[config.mk]
export PLATFORM = sky130hd
export DESIGN_NAME = pkt_req_arbiter
export DESIGN_NICKNAME = d
export VERILOG_FILES = /design/src/rtl/pkt_req_arbiter.sv
export SDC_FILE = /design/constraint.sdc
export NUM_CORES = 1
export LEC_CHECK = 0
export BUFFER_PORTS_ARGS = -buffer_cell sky130_fd_sc_hd__buf_2
export CORE_MARGIN = 2
export CORE_UTILIZATION = 45
export CTS_CLUSTER_SIZE = 20
export DETAILED_ROUTE_END_ITERATION = 16
export PLACE_DENSITY = 0.71
export REMOVE_ABC_BUFFERS = 1
export SYNTH_ARGS = -nofsm -noshare
export SYNTH_HDL_FRONTEND = slang
export SYNTH_SLANG_ARGS = --single-unit
[constraint.sdc]
create_clock -name clk -period 2.3 [get_ports clk]
set_input_delay 0.575 -clock clk [delete_from_list [all_inputs] [get_ports clk]]
set_output_delay 0.575 -clock clk [all_outputs]
set_load 0.02 [all_outputs]
[src/rtl/pkt_req_arbiter.sv]
// Round-robin scheduler that shares one packet read/write engine pair between
// NUM_REQ requesters, with completion tracking, timeout abort and statistics.
module pkt_req_arbiter #(
  parameter int NUM_REQ        = 4,
  parameter int TIMEOUT_CYCLES = 1024,
  parameter int CNT_W          = 16
) (
  input  logic                       clk,
  input  logic                       reset,
  input  logic                       enable,
  input  logic [NUM_REQ-1:0]         req,
  input  logic                       rd_done,
  input  logic                       wr_done,
  output logic                       start,
  output logic [NUM_REQ-1:0]         grant,
  output logic [$clog2(NUM_REQ)-1:0] grant_id,
  output logic [NUM_REQ-1:0]         ack,
  output logic                       busy,
  output logic                       timeout_err,
  output logic [CNT_W-1:0]           pkt_count,
  output logic [CNT_W-1:0]           err_count
);

  localparam int ID_W  = $clog2(NUM_REQ);
  localparam int TMO_W = $clog2(TIMEOUT_CYCLES);

  typedef enum logic [1:0] {
    S_IDLE,
    S_GRANT,
    S_WAIT,
    S_DONE
  } state_e;

  state_e             state_q, state_d;
  logic [NUM_REQ-1:0] grant_q, grant_d;
  logic [ID_W-1:0]    grant_id_q, grant_id_d;
  logic [ID_W-1:0]    ptr_q, ptr_d;
  logic               rd_seen_q, rd_seen_d;
  logic               wr_seen_q, wr_seen_d;
  logic [TMO_W-1:0]   tmo_cnt_q, tmo_cnt_d;
  logic               err_q, err_d;
  logic [CNT_W-1:0]   pkt_cnt_q, pkt_cnt_d;
  logic [CNT_W-1:0]   err_cnt_q, err_cnt_d;

  logic [NUM_REQ-1:0] upper_mask;
  logic [NUM_REQ-1:0] pick_vec;
  logic [ID_W-1:0]    sel_id;
  logic               rd_any, wr_any, txn_complete, tmo_hit;

  // Requests strictly above the pointer win; if none, wrap to the lowest set bit.
  // A pointer at the top index shifts the mask out entirely, forcing the wrap.
  always_comb begin
    // NOTE: every signal written here is assigned before any condition, so no latch can be inferred.
    upper_mask = ~((NUM_REQ'(2) << ptr_q) - NUM_REQ'(1));
    pick_vec   = (|(req & upper_mask)) ? (req & upper_mask) : req;
    sel_id     = '0;
    for (int i = NUM_REQ - 1; i >= 0; i--) begin
      if (pick_vec[i]) sel_id = ID_W'(i);
    end
  end

  always_comb begin
    state_d      = state_q;
    grant_d      = grant_q;
    grant_id_d   = grant_id_q;
    ptr_d        = ptr_q;
    rd_seen_d    = rd_seen_q;
    wr_seen_d    = wr_seen_q;
    tmo_cnt_d    = tmo_cnt_q;
    err_d        = err_q;
    pkt_cnt_d    = pkt_cnt_q;
    err_cnt_d    = err_cnt_q;
    rd_any       = rd_seen_q | rd_done;
    wr_any       = wr_seen_q | wr_done;
    txn_complete = rd_any & wr_any;
    tmo_hit      = (tmo_cnt_q == TMO_W'(TIMEOUT_CYCLES - 1));

    unique case (state_q)
      S_IDLE: begin
        if (enable && (|req)) begin
          grant_d    = NUM_REQ'(1) << sel_id;
          grant_id_d = sel_id;
          state_d    = S_GRANT;
        end
      end
      S_GRANT: begin
        // Done pulses seen here belong to no transaction and are dropped.
        rd_seen_d = 1'b0;
        wr_seen_d = 1'b0;
        tmo_cnt_d = '0;
        err_d     = 1'b0;
        state_d   = S_WAIT;
      end
      S_WAIT: begin
        rd_seen_d = rd_any;
        wr_seen_d = wr_any;
        if (txn_complete) begin
          err_d   = 1'b0;
          state_d = S_DONE;
        end else if (tmo_hit) begin
          err_d   = 1'b1;
          state_d = S_DONE;
        end else begin
          tmo_cnt_d = tmo_cnt_q + TMO_W'(1);
        end
      end
      S_DONE: begin
        if (err_q) begin
          if (err_cnt_q != '1) err_cnt_d = err_cnt_q + CNT_W'(1);
        end else begin
          if (pkt_cnt_q != '1) pkt_cnt_d = pkt_cnt_q + CNT_W'(1);
        end
        ptr_d      = grant_id_q;
        grant_d    = '0;
        grant_id_d = '0;
        state_d    = S_IDLE;
      end
      default: state_d = S_IDLE;
    endcase
  end

  // NOTE: state registers use non-blocking assignments so every flop samples pre-edge values.
  always_ff @(posedge clk or posedge reset) begin
    if (reset) begin
      state_q    <= S_IDLE;
      grant_q    <= '0;
      grant_id_q <= '0;
      ptr_q      <= ID_W'(NUM_REQ - 1);
      rd_seen_q  <= 1'b0;
      wr_seen_q  <= 1'b0;
      tmo_cnt_q  <= '0;
      err_q      <= 1'b0;
      pkt_cnt_q  <= '0;
      err_cnt_q  <= '0;
    end else begin
      state_q    <= state_d;
      grant_q    <= grant_d;
      grant_id_q <= grant_id_d;
      ptr_q      <= ptr_d;
      rd_seen_q  <= rd_seen_d;
      wr_seen_q  <= wr_seen_d;
      tmo_cnt_q  <= tmo_cnt_d;
      err_q      <= err_d;
      pkt_cnt_q  <= pkt_cnt_d;
      err_cnt_q  <= err_cnt_d;
    end
  end

  // Outputs decode registered state only, so reset clears them without waiting for a clock.
  assign start       = (state_q == S_GRANT);
  assign grant       = grant_q;
  assign grant_id    = grant_id_q;
  assign ack         = (state_q == S_DONE) ? grant_q : '0;
  assign busy        = (state_q != S_IDLE);
  assign timeout_err = (state_q == S_DONE) & err_q;
  assign pkt_count   = pkt_cnt_q;
  assign err_count   = err_cnt_q;

endmodule

==> impl_metrics.env <==
export IMPL_result_of_the_run="finished, final reports clean"
export IMPL_worstPathRequired_ns=1.73
export IMPL_post_synth_and_or_nand_nor_area_fraction=0.2261
export IMPL_tritoncts="built"
export IMPL_post_route_cells_drive_above_1_share=0.2543
export IMPL_area_growth_synth_to_final_pct=15.94
export IMPL_floorplan_core_area_um2=6386
export IMPL_finalNonFillerCells=427
export IMPL_timing_hold_worst_class="primary input to async pin"
export IMPL_num_nets_final=366
export IMPL_unrepaired_setup_endpoints_after_global_routing="false"
export IMPL_crit_arrival_ns=1.56
export IMPL_synth_cell_types=60
export IMPL_syn_avg_cell_area_um2=10.29
export IMPL_cts_repair_resize_count=0
export IMPL_synthesized_area_fraction_occupied_by_ao_oa_aoi_and_oai_cells=0.1594
export IMPL_clk_latency_ns=0.32
export IMPL_finalClockSkew_ns=0.01684
export IMPL_power_leakage_uw=0.001715
export IMPL_die_width_um=85.42
export IMPL_report_final_slew_viol_count=0
export IMPL_muxShareOfSynthArea=0.01888
export IMPL_regToRegSetupSlack_ns=0.29
export IMPL_first_global_vias=2249
export IMPL_rr_worst_depth=6
export IMPL_postCtsSetupRepairBufs=0
export IMPL_grt_pass1_wl_um=10710
export IMPL_root_buffer="sky130_fd_sc_hd__clkbuf_8"
export IMPL_clk_pin_slew_worst_paths_ns=0.10
export IMPL_cts_inserted_buffers=5
export IMPL_gr_total_overflow=0
export IMPL_post_dp_hpwl_um=4546
export IMPL_cts_root_to_sink_buffers=2
export IMPL_cts_num_sinks=55
export IMPL_place_inst=419
export IMPL_die_ht_um=85.42
export IMPL_leading_cell_types_in_the_layout_fill_and_taps_excluded="sky130_fd_sc_hd__dfrtp_1 (53), sky130_fd_sc_hd__buf_2 (53), sky130_fd_sc_hd__xor2_1 (22), sky130_fd_sc_hd__nand2_1 (21), sky130_fd_sc_hd__nand3_1 (18)"
export IMPL_routed_via_count=2405
export IMPL_setup_tns_final_ns=0
export IMPL_die_area_um2=7296
export IMPL_p_per_area_nw_per_um2=908.6
export IMPL_layout_min_cycle_time_ns=2.134
export IMPL_end_kind="output port"
export IMPL_multiInputGateArea_um2=1525
export IMPL_drc=0
export IMPL_timing_critical_path_fanout_max=7
export IMPL_ctsHoldBuffers=0
export IMPL_drtPass1Iterations=4
export IMPL_ys_flop_type="sky130_fd_sc_hd__dfrtp_1"
export IMPL_initial_core_util=0.4671
export IMPL_syn_cell_area_um2=2983
export IMPL_synthesis_instances=290
export IMPL_xor_and_xnor_area_share_after_synthesis=0.07341
export IMPL_antennaDiodeCount=0
export IMPL_grt_antenna_before_repair=0
export IMPL_largest_family_of_logic_cells_by_synthesized_area="simple AND/OR/NAND/NOR gates"
export IMPL_layout_area_seq_um2=1379
export IMPL_synth_fa_ha_area_frac=0.03356
export IMPL_ioPinCount=54
export IMPL_count_of_synthesis_stage_warnings_from_yosys=0
export IMPL_final_period_utilization=0.9277
export IMPL_peakVddDrop_uv=634.8
export IMPL_vias_per_cell=5.632
export IMPL_hold_viol=0
export IMPL_synth_enable_flop_cells=0
export IMPL_cap_violations=0
export IMPL_h_tree_depth=2
export IMPL_dr_first_iter_drc_count=114
export IMPL_grt_usage=0.1777
export IMPL_worst_slew_pin_slew_ns=0.6009
export IMPL_grt_max_degree=44
export IMPL_critPathKind="register to output port"
export IMPL_antenna_violating_nets_post_route=0
export IMPL_clock_fmax_mhz=468.7
export IMPL_synth_async_sr_flop_share=1.000
export IMPL_routed_wl_um=6135
export IMPL_fill_cell_total_of_the_finished_layout=566
export IMPL_num_rows=29
export IMPL_worst_r2r_startpoint="state_q[0]"
export IMPL_gp_congestion=0.8245
export IMPL_place_port_buffers=53
export IMPL_critical_path_reg2reg_endpoint="tmo_cnt_q[4]"
export IMPL_slew_headroom=0.5964
export IMPL_setup_violations=0
export IMPL_ys_seq_area_frac=0.4622
export IMPL_routed_len_inst_um=14.37
export IMPL_timing_critical_path_from_type="register"
export IMPL_postSynthRegisterBits=55
## Yosys cell counts, types with 2 or more instances
master                     number  area [um2]
sky130_fd_sc_hd__dfrtp_1       53        1326
sky130_fd_sc_hd__xor2_1        22       192.7
sky130_fd_sc_hd__nand2_1       21       78.83
sky130_fd_sc_hd__nand3_1       18       90.09
sky130_fd_sc_hd__a21oi_1       15       75.07
sky130_fd_sc_hd__o31ai_1       11       82.58
sky130_fd_sc_hd__and3_1        10       62.56
sky130_fd_sc_hd__inv_1         10       37.54
sky130_fd_sc_hd__nor2_1        10       37.54
sky130_fd_sc_hd__o21ai_0       10       50.05
sky130_fd_sc_hd__ha_1           8       100.1
sky130_fd_sc_hd__nand2b_1       8       50.05
sky130_fd_sc_hd__nor3_1         7       35.03
sky130_fd_sc_hd__nor4_1         7       43.79
sky130_fd_sc_hd__and2_1         5       31.28
sky130_fd_sc_hd__mux2_2         5       56.30
sky130_fd_sc_hd__nand4_1        5       31.28
sky130_fd_sc_hd__a311oi_1       4       35.03
sky130_fd_sc_hd__a31oi_1        4       25.02
sky130_fd_sc_hd__or4_1          4       30.03
sky130_fd_sc_hd__buf_2          3       15.01
sky130_fd_sc_hd__xnor2_1        3       26.28
sky130_fd_sc_hd__a211oi_1       2       15.01
sky130_fd_sc_hd__clkbuf_1       2       7.510
sky130_fd_sc_hd__dfstp_2        2       52.55
sky130_fd_sc_hd__nor3b_1        2       15.01
sky130_fd_sc_hd__o221ai_1       2       17.52
sky130_fd_sc_hd__o32a_1         2       20.02
sky130_fd_sc_hd__o41ai_1        2       17.52
sky130_fd_sc_hd__or2_2          2       12.51
sky130_fd_sc_hd__or3_1          2       12.51
## layout make-up
class,instances,share of cell area
Clock buffer,5,0.01990
Timing Repair Buffer,59,0.09334
Sequential cell,55,0.3987
Inverter,10,0.01085
Tap cell,77,0.02786
Clock inverter,3,0.008321
Multi-Input combinational cell,218,0.4410
## worst max path at each step
stage	start	endpoint	slack [ns]	cells after the start
after detailed placement	tmo_cnt_q[0]	tmo_cnt_q[4]	0.30	5
after global routing	state_q[1]	ack[0]	0.06	4
after global placement	req[1]	grant_id[1]	0.35	5
after floorplan	state_q[0]	tmo_cnt_q[4]	0.29	6
after CTS	state_q[1]	ack[0]	0.15	4
final	state_q[1]	ack[0]	0.17	4
## sequential cells by signal (all words and copies together), names as in the netlist
signal     cells
wr_seen_q      1
rd_seen_q      1
grant_id       2
err_q          1
tmo_cnt_q     10
state_q        2
ptr_q          2
err_count     16
grant          4
pkt_count     16
## power breakdown
| group | total (uW) | leakage [uW] | internal, uW | switching (uW) |
|---|---|---|---|---|
| logic | 1240 | 0.000925 | 484 | 752 |
| clock network | 576 | 0.0000502 | 227 | 350 |
| registers | 1330 | 0.000740 | 1150 | 182 |
## metal layers
metal | vias up | global-route usage | part of all wire
li1 | 1198 | - | -
met1 | 1156 | 0.2590 | 0.48
met2 | 47 | 0.2749 | 0.47
met3 | 4 | 0.02626 | 0.037
met4 | 0 | 0.05339 | 0.0068
met5 | - | 0 | 0
## kinds of logic (layout without fill, tap and decap cells)
family / count (synthesis) / count (layout)
XOR/XNOR: 25 / 25
multiplexers: 5 / 5
AO/OA/AOI/OAI: 66 / 66
buffers and inverters: 17 / 77
AND/OR/NAND/NOR: 114 / 114
adder cells (fa/ha/maj): 8 / 8
flip-flops: 55 / 55
## critical path, cell delays in order (launching register included)
cell and delay (ns):
sky130_fd_sc_hd__dfrtp_1 0.41, sky130_fd_sc_hd__ha_1 0.34, sky130_fd_sc_hd__buf_4 0.21, sky130_fd_sc_hd__and2_1 0.13
sky130_fd_sc_hd__buf_2 0.16
## stage by stage
stage	power, uW	setup WS, ns	hold WS [ns]	cell area, um2	util
floorplan	2177	0.2908	0.4757	2942	-
global placement	2566	0.3524	0.4776	3361	0.5263
detailed placement	2591	0.3022	0.4849	3361	0.5263
CTS	3172	0.1485	0.2038	3458	0.5415
global route	3380	0.06009	0.2128	3458	0.5415
finish	3142	0.1664	0.1980	3458	0.5415
(Power assumes the default switching activity.)
